**src/rtl/fifo_wr_arbiter.sv**
```systemverilog
// Round-robin arbiter sharing one synchronous-FIFO write port among NUM_REQ
// requesters; a grant lasts until last, MAX_BURST beats, or a stall timeout.
module fifo_wr_arbiter #(
  parameter int NUM_REQ   = 4,
  parameter int WIDTH     = 8,
  parameter int MAX_BURST = 4,
  parameter int TIMEOUT   = 8,
  parameter int IDX_WIDTH = 2
) (
  input  logic                     clk_i,
  input  logic                     rst_ni,
  input  logic [NUM_REQ-1:0]       req_valid_i,
  input  logic [NUM_REQ-1:0]       req_last_i,
  input  logic [NUM_REQ*WIDTH-1:0] req_data_i,
  output logic [NUM_REQ-1:0]       req_ready_o,
  input  logic                     fifo_full_i,
  output logic                     fifo_wr_en_o,
  output logic [WIDTH-1:0]         fifo_wdata_o,
  output logic [NUM_REQ-1:0]       grant_o,
  output logic                     busy_o,
  output logic                     abort_o
);

  typedef enum logic {IDLE = 1'b0, BURST = 1'b1} state_t;

  state_t               state;
  logic [IDX_WIDTH-1:0] rr_ptr;
  logic [IDX_WIDTH-1:0] owner;
  logic [3:0]           beat_cnt;
  logic [3:0]           stall_cnt;

  logic [IDX_WIDTH-1:0] pick;
  logic [IDX_WIDTH-1:0] next_ptr;
  logic                 found;
  logic                 own_valid;
  logic                 own_last;
  logic                 beat;
  logic                 stall_expired;
  int                   idx;

  // First valid requester starting at rr_ptr, wrapping modulo NUM_REQ.
  always_comb begin
    found = 1'b0;
    pick  = '0;
    idx   = 0;
    for (int i = 0; i < NUM_REQ; i++) begin
      idx = int'(rr_ptr) + i;
      if (idx >= NUM_REQ) idx = idx - NUM_REQ;
      if (!found && req_valid_i[idx]) begin
        found = 1'b1;
        pick  = IDX_WIDTH'(idx);
      end
    end
  end

  assign next_ptr      = (int'(owner) == NUM_REQ - 1) ? '0 : owner + 1'b1;
  assign own_valid     = req_valid_i[owner];
  assign own_last      = req_last_i[owner];
  // Handshake: a beat moves when the owner's valid and ready are both high;
  // ready is simply ~fifo_full_i for the owner, so wr_en can never hit a full FIFO.
  assign beat          = (state == BURST) && own_valid && !fifo_full_i;
  assign stall_expired = (stall_cnt == 4'(TIMEOUT - 1));

  always_comb begin
    req_ready_o  = '0;
    fifo_wr_en_o = 1'b0;
    fifo_wdata_o = '0;
    grant_o      = '0;
    busy_o       = 1'b0;
    abort_o      = 1'b0;
    if (state == BURST) begin
      busy_o              = 1'b1;
      grant_o[owner]      = 1'b1;
      req_ready_o[owner]  = !fifo_full_i;
      fifo_wr_en_o        = beat;
      if (beat) fifo_wdata_o = req_data_i[int'(owner)*WIDTH +: WIDTH];
      abort_o             = !own_valid && stall_expired;
    end
  end

  always_ff @(posedge clk_i or negedge rst_ni) begin
    if (!rst_ni) begin
      state     <= IDLE;
      rr_ptr    <= '0;
      owner     <= '0;
      beat_cnt  <= '0;
      stall_cnt <= '0;
    end else begin
      case (state)
        IDLE: begin
          if (found) begin
            owner     <= pick;
            beat_cnt  <= '0;
            stall_cnt <= '0;
            state     <= BURST;
          end
        end
        BURST: begin
          if (beat) begin
            stall_cnt <= '0;
            if (own_last || beat_cnt == 4'(MAX_BURST - 1)) begin
              state    <= IDLE;
              rr_ptr   <= next_ptr;
              beat_cnt <= '0;
            end else begin
              beat_cnt <= beat_cnt + 4'd1;
            end
          end else if (!own_valid) begin
            // Backpressure with valid data holds stall_cnt; only absence counts.
            if (stall_expired) begin
              state     <= IDLE;
              rr_ptr    <= next_ptr;
              stall_cnt <= '0;
            end else begin
              stall_cnt <= stall_cnt + 4'd1;
            end
          end
        end
        default: state <= IDLE;
      endcase
    end
  end

endmodule

```
**config.mk**
```make
export PLATFORM = sky130hd
export DESIGN_NAME = fifo_wr_arbiter
export DESIGN_NICKNAME = d
export VERILOG_FILES = /design/src/rtl/fifo_wr_arbiter.sv
export SDC_FILE = /design/constraint.sdc
export NUM_CORES = 1
export LEC_CHECK = 0
export CORE_ASPECT_RATIO = 1.4
export CORE_MARGIN = 8
export CORE_UTILIZATION = 43
export DETAILED_ROUTE_END_ITERATION = 8
export GPL_TIMING_DRIVEN = 0
export PLACE_DENSITY = 0.86
export SLEW_MARGIN = 30
export SYNTH_ARGS = -nofsm -noshare
export SYNTH_HDL_FRONTEND = slang
export SYNTH_SLANG_ARGS = --single-unit
export TNS_END_PERCENT = 30
```
**constraint.sdc**
```tcl
create_clock -name clk_i -period 4.6 [get_ports clk_i]
set_clock_uncertainty 0.2 [all_clocks]
set_input_delay 0.69 -clock clk_i [delete_from_list [all_inputs] [get_ports clk_i]]
set_output_delay 0.69 -clock clk_i [all_outputs]
set_load 0.02 [all_outputs]
```
==> flow_summary_export.csv, run 1 <==
group,metric,value,unit
run_status,status,"completed",
sta,final_max_slew_viol_count,0,
yosys,synth_area_leaders,"dfrtp_1 (27%), mux4_2 (17%), ha_1 (6.1%)",
placed_design,numPortBuffers,61,
finish,multi_input_area,837,um^2
hold_path,hold_end,"stall_cnt[1]",
placed_design,gp_congestion,0.819,
global_route,grt_max_degree,14,
clock_network,root_buffer,"clkbuf_8",
power_and_ir_drop,p_sw,0.394,mW
hold_path,hp-class,"flip-flop to flip-flop",
critical_path,cpPeakStageDelay,0.63,ns
critical_path,cp_num_cells,6,
finish,n_fill_cell,214,
global_route,grt_usage,0.170,
critical_path,critPathKind,"input port to primary output",
power_and_ir_drop,power_frac_seq,0.222,
floorplanning,initial_core_util,0.437,
yosys,ys_top_cells_by_count,"dfrtp_1 (13), and2_1 (9), and3_1 (9), mux4_2 (9), nor2_1 (8)",
sta,slew_headroom,0.589,
finish,area_growth_syn_to_layout,57.5,%
routing,drt-total-wl,3990,um
routing,drt-initial-drc-count,21,
yosys,synthArstFlopShare,1.00,
finish,post-route-util,0.689,
critical_path,cp.arrival,2.89,ns
critical_path,cp_data_required_time,3.71,ns
clock_network,cts_buffers,3,
clock_network,cts_tree,"done",
global_route,antenna_found_initial,0,
clock_network,clkSinkCount,13,
sta,finalHoldViolCount,0,
finish,final_area,1920,um^2
routing,drcViolationCount,0,
routing,vias,1236,
yosys,syn_area,1220,um^2
routing,postRouteAntennaNets,0,
sta,clock.fmax,264,MHz
yosys,synth_xor_area_frac,0,
critical_path,crit_path_frequent_cell,"clkdlybuf4s50_1",
run,maxCapViolCount,0,
routing,viasPerCell,5.52,
placed_design,place_area,1880,um^2
yosys,synth_area_leader_cell,"dfrtp_1",
power_and_ir_drop,power_density,486,nW/um^2
critical_path,path_cells,"clkdlybuf4s50_1 > mux4_2 > buf_6 > clkbuf_1 > and3_1 > clkdlybuf4s50_1",
yosys,synthAdderAreaFrac,0.0615,
yosys,yosysSeqAreaShare,0.266,
clock_network,post_cts_buffers,0,
critical_path,crit_slowest_cell,"clkdlybuf4s50_1",
hold_path,holdPathStages,2,
critical_path,critPathCaptureType,"primary output",
global_route,grt_first_pass_wirelength,6330,um
finish,diodes,0,
yosys,yosysMostFrequentCell,"dfrtp_1",
clock_network,worstSkewPairLatency,0.25,ns
power_and_ir_drop,power.leakage,0.796,nW
sta,worst_pin_slew,0.615,ns
yosys,synth_top_family_by_area,"multiplexers",
yosys,yosysTopAreaCellShare,0.266,
critical_path,cp_top_family,"buffers and inverters",
yosys,synth_ff_type,"dfrtp_1",
yosys,muxShareOfSynthArea,0.250,
clock_network,cts_hold_buf,0,
yosys,synth-simple-area-share,0.222,
yosys,synth_cell_types,37,
critical_path,worstPathMaxFanout,10,
floorplanning,dieArea,4830,um^2
critical_path,cp_num_buf_inv,4,
sta,hold-worst-slack,0.355,ns
power_and_ir_drop,ir_drop,0.519,mV
power_and_ir_drop,internal-power,0.541,mW
clock_network,clockBufferDepth,2,
floorplanning,die_h,79.1,um
clock_network,ctsResizeCount,0,
floorplanning,ioPinCount,62,
sta,rsz0062_at_grt,"false",
finish,nets,237,
critical_path,r2r-end,"beat_cnt[0]",
yosys,synth-compound-area-share,0.152,
routing,drt-pass1-iter-count,4,
critical_path,rr_worst_depth,5,
global_route,grt_overflow_total,0,
yosys,synth_nets,171,
yosys,synth_warnings,0,
yosys,postSynthCellCount,122,
power_and_ir_drop,swShare,0.421,
sta,fin_setup_tns,0,ns
floorplanning,rows,23,
global_route,grt_pass1_vias,1433,
finish,seq_area,325,um^2
yosys,synth_edf_count,0,
power_and_ir_drop,pwr-share-clk,0.114,
yosys,synth_seq_cells,13,
clock_network,cts.clk_slew.worst_paths,0.06,ns
routing,detail_route.wl_per_cell,17.8,um
critical_path,r2r-start,"owner[0]",
power_and_ir_drop,power,0.934,mW
sta,post-route-period-util,0.822,
floorplanning,fp.dieW,61.0,um
critical_path,r2r_setup_slack,2.50,ns
power_and_ir_drop,power_frac_comb,0.664,
critical_path,critPathLaunchType,"input port",
clock_network,cts_max_level,1,
hold_path,worstHoldStart,"stall_cnt[1]",
floorplanning,fp.coreArea,2790,um^2
yosys,synth.avg_cell_area,10.0,um^2
placed_design,hpwl,3260,um
sta,fin_crit,3.78,ns
finish,drive_above_1_share,0.112,
sta,finalSetupViolCount,0,
## area by class of cell
class | count | share of cell area
plain buffers | 6 | 0.0169
multi-input cells | 96 | 0.435
inverters | 7 | 0.0137
well taps | 37 | 0.0241
flip-flops and latches | 13 | 0.169
clock buffers | 4 | 0.0234
repair buffers | 61 | 0.318
## through the flow
stage	setup WS, ns	std cells
6_report	0.817	224
5_1_grt	0.675	224
4_1_cts	0.832	224
3_5_place_dp	0.837	220
3_3_place_gp	0.853	220
2_1_floorplan	1.93	122
## flip-flops by register name, indices dropped and copies added (netlist names)
signal	cells
stall_cnt	4
rr_ptr	2
state	1
beat_cnt	4
owner	2
## cells in the final DEF, fill, tap and decap left out, drive strengths merged
cell type,count
clkdlybuf4s50,61
dfrtp,13
mux4,10
and3,9
and2,9
nor2,9
o21ai,9
inv,7
clkbuf,7
nand2,6
ha,6
mux2,5
a22o,4
nor2b,3
nand3,3
a21oi,3
buf,3
a22oi,3
nor3b,2
mux2i,2
nand2b,2
nor4,1
o221ai,1
nand4,1
or4,1
or3,1
o22a,1
a221oi,1
a311oi,1
nand3b,1
a21boi,1
a2111o,1
## cell families after synthesis
kind of cell | Yosys count
AND/OR/NAND/NOR | 48
AO/OA/AOI/OAI | 25
multiplexers | 17
buffers and inverters | 13
flip-flops | 13
adder cells (fa/ha/maj) | 6
## worst max path at each step
stage | from | to | slack, ns
after floorplan | req_valid_i[3] | abort_o | 1.93
after global placement | req_valid_i[3] | abort_o | 0.85
after detailed placement | req_valid_i[3] | fifo_wdata_o[7] | 0.84
after CTS | req_valid_i[3] | fifo_wdata_o[7] | 0.83
after global routing | req_valid_i[3] | fifo_wdata_o[7] | 0.67
final | req_valid_i[3] | fifo_wdata_o[7] | 0.82
## metal layers
metal / global-route usage / share of wire / vias to the layer above
met5: 0 / 0 / -
met3: 0.0388 / 0.047 / 15
met2: 0.290 / 0.52 / 47
met1: 0.188 / 0.39 / 583
li1: - / - / 591
met4: 0.0820 / 0.044 / 0
## power by group through the flow
stage | clock [mW] | combinational (mW) | sequential (mW)
final | 0.106 | 0.621 | 0.208
after detailed placement | 0 | 0.619 | 0.209
after floorplan | 0 | 0.410 | 0.201
after global placement | 0 | 0.600 | 0.204
after CTS | 0.106 | 0.624 | 0.207
after global routing | 0.111 | 0.678 | 0.216
## worst register-to-register path: stages (launching register included)
cell     delay (ns)
dfrtp_1        0.49
mux4_2         0.57
buf_6          0.16
a22oi_4        0.21
nor2_2         0.09
mux2_2         0.26
(Power assumes the default switching activity.)
==> inputs of run 2 (changes only) <==
Settings changed: CORE_UTILIZATION 43 to 40, PLACE_DENSITY 0.86 to 0.8.
Clock period 4.6 ns to 3.7 ns, I/O delays scaled along.
==> flow_summary_export.csv, run 2 (synthesis gave the netlist of run 1 again) <==
group,metric,value,unit
power_and_ir_drop,power_density,602,nW/um^2
sta,finalSetupViolCount,0,
floorplanning,dieArea,5100,um^2
run_status,status,"completed",
clock_network,root_buffer,"clkbuf_8",
critical_path,cp_data_required_time,2.94,ns
floorplanning,fp.dieW,62.7,um
floorplanning,ioPinCount,62,
power_and_ir_drop,power_frac_seq,0.224,
routing,drt-initial-drc-count,18,
finish,diodes,0,
routing,drt-pass1-iter-count,4,
finish,post-route-util,0.668,
global_route,grtUsageMet1,0.158,
critical_path,r2r_setup_slack,1.60,ns
routing,viasPerCell,5.58,
clock_network,post_cts_buffers,0,
critical_path,critPathLaunchType,"input port",
finish,drive_above_1_share,0.112,
power_and_ir_drop,power.leakage,0.796,nW
sta,final_max_slew_viol_count,0,
power_and_ir_drop,power,1.16,mW
global_route,use_met2,0.291,
finish,nets,237,
floorplanning,initial_core_util,0.424,
clock_network,clockBufferDepth,2,
hold_path,holdPathStages,1,
sta,worst_pin_slew,0.606,ns
sta,hold-worst-slack,0.359,ns
finish,final_common_cell,"clkdlybuf4s50_1",
run,maxCapViolCount,0,
critical_path,r2r-start,"owner[0]",
placed_design,numPortBuffers,61,
floorplanning,rows,23,
routing,detail_route.wl_per_cell,17.6,um
clock_network,cts_hold_buf,0,
finish,area_growth_syn_to_layout,57.5,%
global_route,grt_max_degree,14,
finish,mostFrequentLayoutCells,"clkdlybuf4s50_1 (61), dfrtp_1 (13), mux4_2 (9), and3_1 (9), and2_1 (9)",
global_route,grt_overflow_total,0,
sta,slew_headroom,0.595,
critical_path,rr_worst_depth,5,
sta,fin_setup_tns,0,ns
critical_path,critPathCaptureType,"primary output",
finish,reg_top3,"beat_cnt x4, stall_cnt x4",
placed_design,hpwl,3390,um
power_and_ir_drop,swShare,0.419,
clock_network,cts_tree,"done",
clock_network,cts_buffers,3,
clock_network,cts.clk_slew.worst_paths,0.06,ns
floorplanning,die_h,81.4,um
power_and_ir_drop,p_sw,0.485,mW
sta,rsz0062_at_grt,"false",
power_and_ir_drop,pwr-share-clk,0.111,
sta,post-route-period-util,0.943,
floorplanning,fp.coreArea,2880,um^2
global_route,grt_first_pass_wirelength,6380,um
critical_path,cp.arrival,2.73,ns
sta,fin_crit,3.49,ns
global_route,globalRoute.busiestLayer,"met2",
global_route,grt_usage,0.151,
clock_network,worstSkewPairLatency,0.24,ns
clock_network,cts_max_level,1,
routing,drcViolationCount,0,
hold_path,hp-class,"flip-flop to flip-flop",
power_and_ir_drop,ir_drop,0.405,mV
routing,vias,1249,
placed_design,gp_congestion,0.833,
sta,clock.fmax,287,MHz
global_route,gr-usage-met3,0.0440,
critical_path,worstPathMaxFanout,10,
finish,finalNonFillerCells,224,
routing,postRouteAntennaNets,0,
critical_path,critPathKind,"input port to primary output",
critical_path,r2r-end,"beat_cnt[0]",
placed_design,place_inst,220,
global_route,antenna_found_initial,0,
clock_network,clkSinkCount,13,
hold_path,hold_end,"beat_cnt[1]",
hold_path,worstHoldStart,"beat_cnt[1]",
clock_network,ctsResizeCount,0,
power_and_ir_drop,internal-power,0.672,mW
sta,finalHoldViolCount,0,
global_route,grt_pass1_vias,1374,
routing,drt-total-wl,3950,um
power_and_ir_drop,power_frac_comb,0.665,
run 2: cell counts in the layout (fill, tap and decap cells not counted):
Identical to the previous run, type by type.
run 2: power groups by stage:
stage | combinational [mW] | clock (mW) | sequential [mW]
2_1_floorplan | 0.510 | 0 | 0.249
3_3_place_gp | 0.750 | 0 | 0.256
3_5_place_dp | 0.773 | 0 | 0.262
4_1_cts | 0.776 | 0.130 | 0.259
5_1_grt | 0.837 | 0.138 | 0.269
6_report | 0.769 | 0.128 | 0.260
run 2: per-stage QoR:
stage          area (um^2)  worst slack [ns]
6_report              1920             0.212
3_3_place_gp          1880             0.212
4_1_cts               1920             0.227
3_5_place_dp          1880             0.235
5_1_grt               1920             0.138
2_1_floorplan         1220              1.30
run 2: per-layer routing:
layer | routed length [um] | vias up
met2 | 2190 | 43
met4 | 18 | 0
met5 | 0 | -
met1 | 1470 | 614
met3 | 274 | 2
li1 | - | 590
run 2: worst max-delay path: stages:
cell	delay, ns
clkdlybuf4s50_1	0.49
mux4_2	0.52
buf_6	0.16
clkbuf_1	0.20
nor2_1	0.17
clkdlybuf4s50_1	0.63
run 2: worst max path at each step:
| stage | slack [ns] | depth (start not counted) | to | startpoint |
|---|---|---|---|---|
| 3_3_place_gp | 0.21 | 6 | abort_o | req_valid_i[3] |
| 4_1_cts | 0.23 | 6 | abort_o | req_valid_i[3] |
| 3_5_place_dp | 0.24 | 6 | abort_o | req_valid_i[3] |
| 5_1_grt | 0.14 | 6 | fifo_wdata_o[0] | req_valid_i[2] |
| 2_1_floorplan | 1.30 | 4 | abort_o | req_valid_i[3] |
| 6_report | 0.21 | 6 | abort_o | req_valid_i[3] |
run 2: layout make-up:
class                   count  area, um^2
inverters                   7        26.3
multi-input cells          96         837
fillers                   232         955
flip-flops and latches     13         325
clock buffers               4        45.0
plain buffers               6        32.5
well taps                  37        46.3
repair buffers             61         611
